### config.mk
export PLATFORM = sky130hd
export DESIGN_NAME = ad7928_responder_flat
export DESIGN_NICKNAME = d
export VERILOG_FILES = /design/src/rtl/ad7928_responder_if.sv /design/src/rtl/ad7928_responder.sv /design/src/flat_wrapper.sv
export SDC_FILE = /design/constraint.sdc
export NUM_CORES = 1
export LEC_CHECK = 0
export CAP_MARGIN = 10
export CORE_MARGIN = 4
export CORE_UTILIZATION = 35
export CTS_CLUSTER_DIAMETER = 150
export DETAILED_ROUTE_END_ITERATION = 16
export PLACE_DENSITY = 0.67
export SETUP_SLACK_MARGIN = 0.5
export SLEW_MARGIN = 5
export SYNTH_ARGS = -nofsm -noshare
export SYNTH_HDL_FRONTEND = slang
export SYNTH_SLANG_ARGS = --single-unit
### constraint.sdc
create_clock -name Clock_in -period 2.77 [get_ports Clock_in]
set_input_delay 0.277 -clock Clock_in [delete_from_list [all_inputs] [get_ports Clock_in]]
set_output_delay 0.277 -clock Clock_in [all_outputs]
set_load 0.01 [all_outputs]
### src/rtl/ad7928_responder_if.sv
// ad7928_responder_if: SPI lines between an AD7928-style master and the responder.
interface ad7928_responder_if;
  logic spi_sclk;
  logic spi_csn;
  logic spi_din;
  logic spi_dout;
  modport master (output spi_sclk, spi_csn, spi_din, input spi_dout);
  modport slave (input spi_sclk, spi_csn, spi_din, output spi_dout);
endinterface

### src/rtl/ad7928_responder.sv
// ad7928_responder: emulates an AD7928 ADC on SPI, returning channel samples and latching control writes.
module ad7928_responder (
  input  logic                 Clock_in,
  input  logic                 rstn,
  ad7928_responder_if.slave    spi,
  input  logic [95:0]          chan_data,
  output logic [11:0]          ctrl_reg,
  output logic                 ctrl_valid,
  output logic                 frame_err
);
  localparam logic [1:0] IDLE = 2'd0, ARMED = 2'd1, SHIFT = 2'd2;
  logic [1:0] state, sclk_s, csn_s, din_s, warm;
  logic sclk_d, dout;
  logic [14:0] tx;
  logic [11:0] rx;
  logic [4:0] bit_cnt;
  logic [2:0] cur_addr;
  logic [7:0][11:0] ch;
  logic csn, sclk_fall;
  assign ch = chan_data;
  assign csn = csn_s[1];
  assign sclk_fall = sclk_d & ~sclk_s[1];
  assign spi.spi_dout = dout;
  // warm keeps IDLE from trusting the reset-preloaded csn synchronizer until it has seen the real pin
  always_ff @(posedge Clock_in or negedge rstn) begin
    if (!rstn) begin
      state <= IDLE;
      sclk_s <= 2'b11;
      csn_s <= 2'b11;
      din_s <= 2'b00;
      warm <= 2'b00;
      sclk_d <= 1'b1;
      dout <= 1'b0;
      tx <= '0;
      rx <= '0;
      bit_cnt <= '0;
      cur_addr <= '0;
      ctrl_reg <= '0;
      ctrl_valid <= 1'b0;
      frame_err <= 1'b0;
    end else begin
      sclk_s <= {sclk_s[0], spi.spi_sclk};
      csn_s <= {csn_s[0], spi.spi_csn};
      din_s <= {din_s[0], spi.spi_din};
      warm <= {warm[0], 1'b1};
      sclk_d <= sclk_s[1];
      ctrl_valid <= 1'b0;
      frame_err <= 1'b0;
      case (state)
        IDLE: if (warm[1] && csn) state <= ARMED;
        ARMED: if (!csn) begin
          state <= SHIFT;
          tx <= {cur_addr, ch[cur_addr]};
          bit_cnt <= '0;
          dout <= 1'b0;
        end
        SHIFT: if (csn) begin
          state <= ARMED;
          dout <= 1'b0;
          if (bit_cnt == 5'd16) begin
            if (rx[11]) begin
              ctrl_reg <= rx;
              cur_addr <= rx[8:6];
              ctrl_valid <= 1'b1;
            end
          end else frame_err <= 1'b1;
        end else if (sclk_fall) begin
          if (bit_cnt < 5'd16) begin
            if (bit_cnt < 5'd12) rx <= {rx[10:0], din_s[1]};
            tx <= {tx[13:0], 1'b0};
            dout <= tx[14];
            bit_cnt <= bit_cnt + 5'd1;
          end else bit_cnt <= 5'd17;
        end
        default: state <= IDLE;
      endcase
    end
  end
endmodule

### src/flat_wrapper.sv
// flat-port wrapper written by rule: the top's interface ports become plain ports
module ad7928_responder_flat 
  (Clock_in, rstn, chan_data, ctrl_reg, ctrl_valid, frame_err, spi_spi_sclk, spi_spi_csn, spi_spi_din, spi_spi_dout);
  ad7928_responder_if spi_i ();
  input  logic Clock_in;
  input  logic rstn;
  input  logic [95:0] chan_data;
  output logic [11:0] ctrl_reg;
  output logic ctrl_valid;
  output logic frame_err;
  input wire logic [$bits(spi_i.spi_sclk)-1:0] spi_spi_sclk;
  input wire logic [$bits(spi_i.spi_csn)-1:0] spi_spi_csn;
  input wire logic [$bits(spi_i.spi_din)-1:0] spi_spi_din;
  output wire logic [$bits(spi_i.spi_dout)-1:0] spi_spi_dout;
  assign spi_i.spi_sclk = spi_spi_sclk;
  assign spi_i.spi_csn = spi_spi_csn;
  assign spi_i.spi_din = spi_spi_din;
  assign spi_spi_dout = spi_i.spi_dout;
  ad7928_responder u_core (.Clock_in(Clock_in), .rstn(rstn), .spi(spi_i), .chan_data(chan_data), .ctrl_reg(ctrl_reg), .ctrl_valid(ctrl_valid), .frame_err(frame_err));
endmodule
==> Flow_metrics.wiki <==
{| class="wikitable"
! Metric !! Value
|-
| Result of the run || complete, no violations
|-
| Sequential share of power || 0.402
|-
| Clock tree skew after final layout || 0.00501 ns
|-
| Worst-margin pin slew || ~0.96 ns
|-
| Setup repair after global routing missed its margin || false
|-
| Routability congestion estimate || ~0.7
|-
| Overall global routing resource usage || 0.151
|-
| Antenna diode count || 0
|-
| Global-route wire length before repair || about 13 mm
|-
| Hold Crit Class || primary input to async pin
|-
| NetSw || roughly 820 uW
|-
| Fraction of synthesized cell area taken by the top area cell type || 0.411
|-
| Peak-usage layer in the global routing report || met2
|-
| Hold buffers post-CTS || 0
|-
| Startpoint type of the worst setup path || flop
|-
| Share of layout cells above drive strength 1 || 0.235
|-
| Reg-to-reg setup timing slack || between 0.7 and 0.8 ns
|-
| Insertion delay of the later-clocked pin in the worst-skew pair || around 0.33 ns
|-
| Post-synthesis instance area || ~3200 um2
|-
| Share of synthesized area spent on multiplexers || 0.355
|-
| Static Leakage || 1.97 nW
|-
| Std-Cell Rows || 34
|-
| Top delay family on crit path || flip-flops
|-
| Clock group share of total power || 0.286
|-
| Most area-hungry cell type in the Yosys netlist || sky130_fd_sc_hd__dfrtp_1
|-
| Compound-gate portion of the synthesized area || 0.0596
|-
| Crit path largest cell delay || around 0.8 ns
|-
| Number of antenna violations at the first check in global routing || 0
|-
| Number of buffers on the longest clock path || 2
|-
| Final net count || between 400 and 500
|-
| Flip-flop count of the largest register, all copies and words added || 15
|-
| Residual DRC count || 0
|-
| Maximum vdd drop || about 0.33 mV
|-
| Clock edge transition at the registers on the reported setup and hold paths || around 0.06 ns
|-
| Setup tns final || 0 ns
|-
| Min Clock Period, post-route || 2.07 ns
|-
| Largest family of logic cells by synthesized area || multiplexers
|-
| Total vias in the final route || between 2000 and 2500
|-
| FF+latch count, synth || 58
|-
| Number of max-cap violations || 0
|-
| Power Internal || ~1.9 mW
|-
| Top post-synthesis cells by area || sky130_fd_sc_hd__dfrtp_1 41%, sky130_fd_sc_hd__mux4_2 13%, sky130_fd_sc_hd__mux2_2 9.1%
|-
| Max stage delay cell, worst path || sky130_fd_sc_hd__dfrtp_1
|-
| Count of final max-slew check failures || 0
|-
| Number of placed I/O pins || 116
|-
| Peak fanout along the critical path || 15
|-
| Depth of the CTS H-tree || 3
|-
| Worst path buffer plus inverter count || 1
|-
| Maximum number of pins on one net before global-route repair || 46
|-
| YS warnings || 0
|-
| Switching share of total power || 0.302
|-
| CTS Root Cell || sky130_fd_sc_hd__clkbuf_8
|-
| Type of the worst setup path || flop to primary output
|-
| GR Layer Usage met1 || 0.185
|-
| Logic depth of the worst register-to-register path || 6
|-
| Highest achievable clock rate || between 0.4 and 0.5 GHz
|-
| Via count of the first global-routing pass || 2491
|-
| Post-synthesis share of cell area spent on full adders, half adders and majority gates || 0.0271
|-
| Met2 Resource Use GR || 0.264
|-
| Final worst path period share || 0.748
|-
| Gr ovfl total || 0
|-
| Cell chain of the critical path || clkdlybuf4s50_1
|-
| Count of nets left with antenna violations after detail routing || 0
|-
| Synthesized area divided by synthesized cell count || ~14 um2
|-
| Part of the total power dissipated in combinational logic || 0.312
|-
| Endpoint required time on the critical path || around 2.5 ns
|-
| Worst rel slew slack || 0.362
|-
| DIE AREA || 10800 um2
|-
| Footprint of the flip-flops and latches || 1460 um2
|-
| Critical R2R Capture || u_core.bit_cnt[2]$_DFFE_PN0P_
|-
| XOR/XNOR share of the synthesized area || 0
|-
| Initial DRT Pass Iterations || 4
|-
| Quantity of gates resized following cts || 0
|-
| Power per unit of standard cell area || 582 nW/um2
|-
| Initial standard-cell utilization of the core || 0.365
|-
| Die width || ~100 um
|-
| R2r startpoint || u_core.state[0]$_DFFE_PN0P_
|-
| Final core utilization || 0.527
|-
| Clock Sinks || 58
|-
| Hold Violations, Final || 0
|-
| Final cell count without fillers || approximately 470
|-
| Port buffer count || approximately 120
|-
| Placeable core area || about 8800 um2
|-
| Simple-gate area share of the yosys netlist || 0.0612
|-
| Fraction of the yosys area taken by sequential cells || 0.451
|-
| Filler cell count in the final layout || around 790
|-
| Arrival time reported for the critical path endpoint || ~1.8 ns
|-
| Total detailed-routing wirelength || 7.91 mm
|-
| Clock tree from TritonCTS || built
|-
| Number of instances in the synthesized netlist || roughly 240
|-
| DP Cell Count || 450
|-
| Met3 GRT Util || 0.0348
|-
| Average detailed-routed wire length per instance || between 15 and 20 um
|-
| Area taken by multi-input logic gates || between 1500 and 2000 um2
|-
| Net count after synthesis || 344
|-
| Number of vias per cell after detailed routing || 4.98
|-
| Critical Path End Type || primary output
|-
| Yosys cell types || 41
|-
| Synthesis-to-layout area growth || 44.3%
|-
| Total of endpoints with negative setup slack in the final report || 0
|-
| Number of setup buffers added after CTS || 0
|-
| Die extent in y || around 100 um
|-
| Number of buffers created by CTS || 9
|-
| Half-perimeter wire length after placement || 6.00 mm
|-
| Drt first-iter violations || 69
|}
synthesized netlist by cell type:
cell type	instances
sky130_fd_sc_hd__or4b_1	1
sky130_fd_sc_hd__mux2_2	26
sky130_fd_sc_hd__nor3b_1	1
sky130_fd_sc_hd__nand4b_1	1
sky130_fd_sc_hd__clkbuf_1	7
sky130_fd_sc_hd__nor2b_1	1
sky130_fd_sc_hd__ha_1	7
sky130_fd_sc_hd__inv_1	6
sky130_fd_sc_hd__nand3b_1	1
sky130_fd_sc_hd__dfstp_2	5
sky130_fd_sc_hd__a21o_1	1
sky130_fd_sc_hd__clkinv_1	1
sky130_fd_sc_hd__buf_8	1
sky130_fd_sc_hd__a21oi_1	4
sky130_fd_sc_hd__nand2b_1	2
sky130_fd_sc_hd__o2111ai_1	1
sky130_fd_sc_hd__o31ai_1	2
sky130_fd_sc_hd__dfrtp_1	53
sky130_fd_sc_hd__mux4_1	5
sky130_fd_sc_hd__o21ai_0	7
sky130_fd_sc_hd__a31oi_1	2
sky130_fd_sc_hd__mux2i_1	16
sky130_fd_sc_hd__nor3_1	1
sky130_fd_sc_hd__nor2_1	4
sky130_fd_sc_hd__nand2_1	21
sky130_fd_sc_hd__mux4_2	19
sky130_fd_sc_hd__buf_2	5
sky130_fd_sc_hd__a221o_1	1
sky130_fd_sc_hd__nor3_2	1
sky130_fd_sc_hd__or2_2	1
sky130_fd_sc_hd__nand4_1	2
sky130_fd_sc_hd__buf_6	1
sky130_fd_sc_hd__conb_1	1
sky130_fd_sc_hd__o211ai_1	1
sky130_fd_sc_hd__buf_12	2
sky130_fd_sc_hd__mux2_4	9
sky130_fd_sc_hd__o41ai_1	1
sky130_fd_sc_hd__and4_4	1
sky130_fd_sc_hd__o21bai_1	1
sky130_fd_sc_hd__or3_1	1
sky130_fd_sc_hd__o21ai_1	12
worst max-delay path by stage:
stage / startpoint / end / slack [ns] / cells past startpoint
floorplan: u_core.state[0]$_DFFE_PN0P_ / u_core.bit_cnt[2]$_DFFE_PN0P_ / 0.94 / 7
global placement: u_core.ctrl_reg[6]$_DFFE_PN0P_ / u_core.tx[1]$_DFFE_PN0P_ / 0.82 / 5
detailed placement: u_core.state[0]$_DFFE_PN0P_ / u_core.bit_cnt[2]$_DFFE_PN0P_ / 0.75 / 6
CTS: u_core.ctrl_reg[7]$_DFFE_PN0P_ / ctrl_reg[7] / 0.68 / 1
global route: u_core.state[0]$_DFFE_PN0P_ / u_core.bit_cnt[2]$_DFFE_PN0P_ / 0.52 / 6
finish: u_core.ctrl_reg[7]$_DFFE_PN0P_ / ctrl_reg[7] / 0.70 / 1
per-stage QoR:
stage	setup slack, ns	area (um2)	hold WS (ns)	total power [mW]
final	0.697	4660	0.104	2.71
after global routing	0.519	4660	0.176	2.91
after CTS	0.682	4660	0.131	2.75
after detailed placement	0.745	4470	0.335	1.96
after global placement	0.822	4470	0.333	1.94
after floorplan	0.945	3230	-0.0186	1.65
cell families (layout without fill, tap and decap cells):
family                     after synthesis  in the layout
AOI/OAI and AO/OA                       33             33
adders and majority gates                7              7
buffers and inverters                   23            145
DFF                                     58             58
muxes                                   75             75
other                                    1              1
and+or+nand+nor                         39             39
power groups by stage:
stage / Clock (mW) / Sequential [mW] / Combinational (mW)
after global placement: 0 / 1.10 / 0.837
after CTS: 0.801 / 1.09 / 0.859
after detailed placement: 0 / 1.11 / 0.855
after floorplan: 0 / 1.08 / 0.565
after global routing: 0.847 / 1.11 / 0.951
final: 0.775 / 1.09 / 0.848
layout by cell type (no fill, tap or decap), types with 7 or more instances in the layout:
cell,synthesis,layout
sky130_fd_sc_hd__clkbuf_8,0,11
sky130_fd_sc_hd__o21ai_1,12,12
sky130_fd_sc_hd__ha_1,7,7
sky130_fd_sc_hd__mux2_4,9,9
sky130_fd_sc_hd__mux2i_1,16,16
sky130_fd_sc_hd__dfrtp_1,53,53
sky130_fd_sc_hd__mux2_2,26,26
sky130_fd_sc_hd__clkdlybuf4s50_1,0,114
sky130_fd_sc_hd__o21ai_0,7,7
sky130_fd_sc_hd__nand2_1,21,21
sky130_fd_sc_hd__mux4_2,19,19
cell type report:
class	instances	share of cell area
clock buffer	14	0.0349
clock inverter	2	0.00751
inverter	7	0.00563
multi-input combinational	155	0.351
sequential	58	0.313
tap	108	0.0290
timing repair buffer	122	0.260
layer usage:
| layer | up-vias | routed length, um |
|---|---|---|
| met2 | 52 | 4210 |
| li1 | 1116 | - |
| met5 | - | 0 |
| met4 | 0 | 80 |
| met3 | 8 | 284 |
| met1 | 1147 | 3330 |
(Power assumes the default switching activity.)
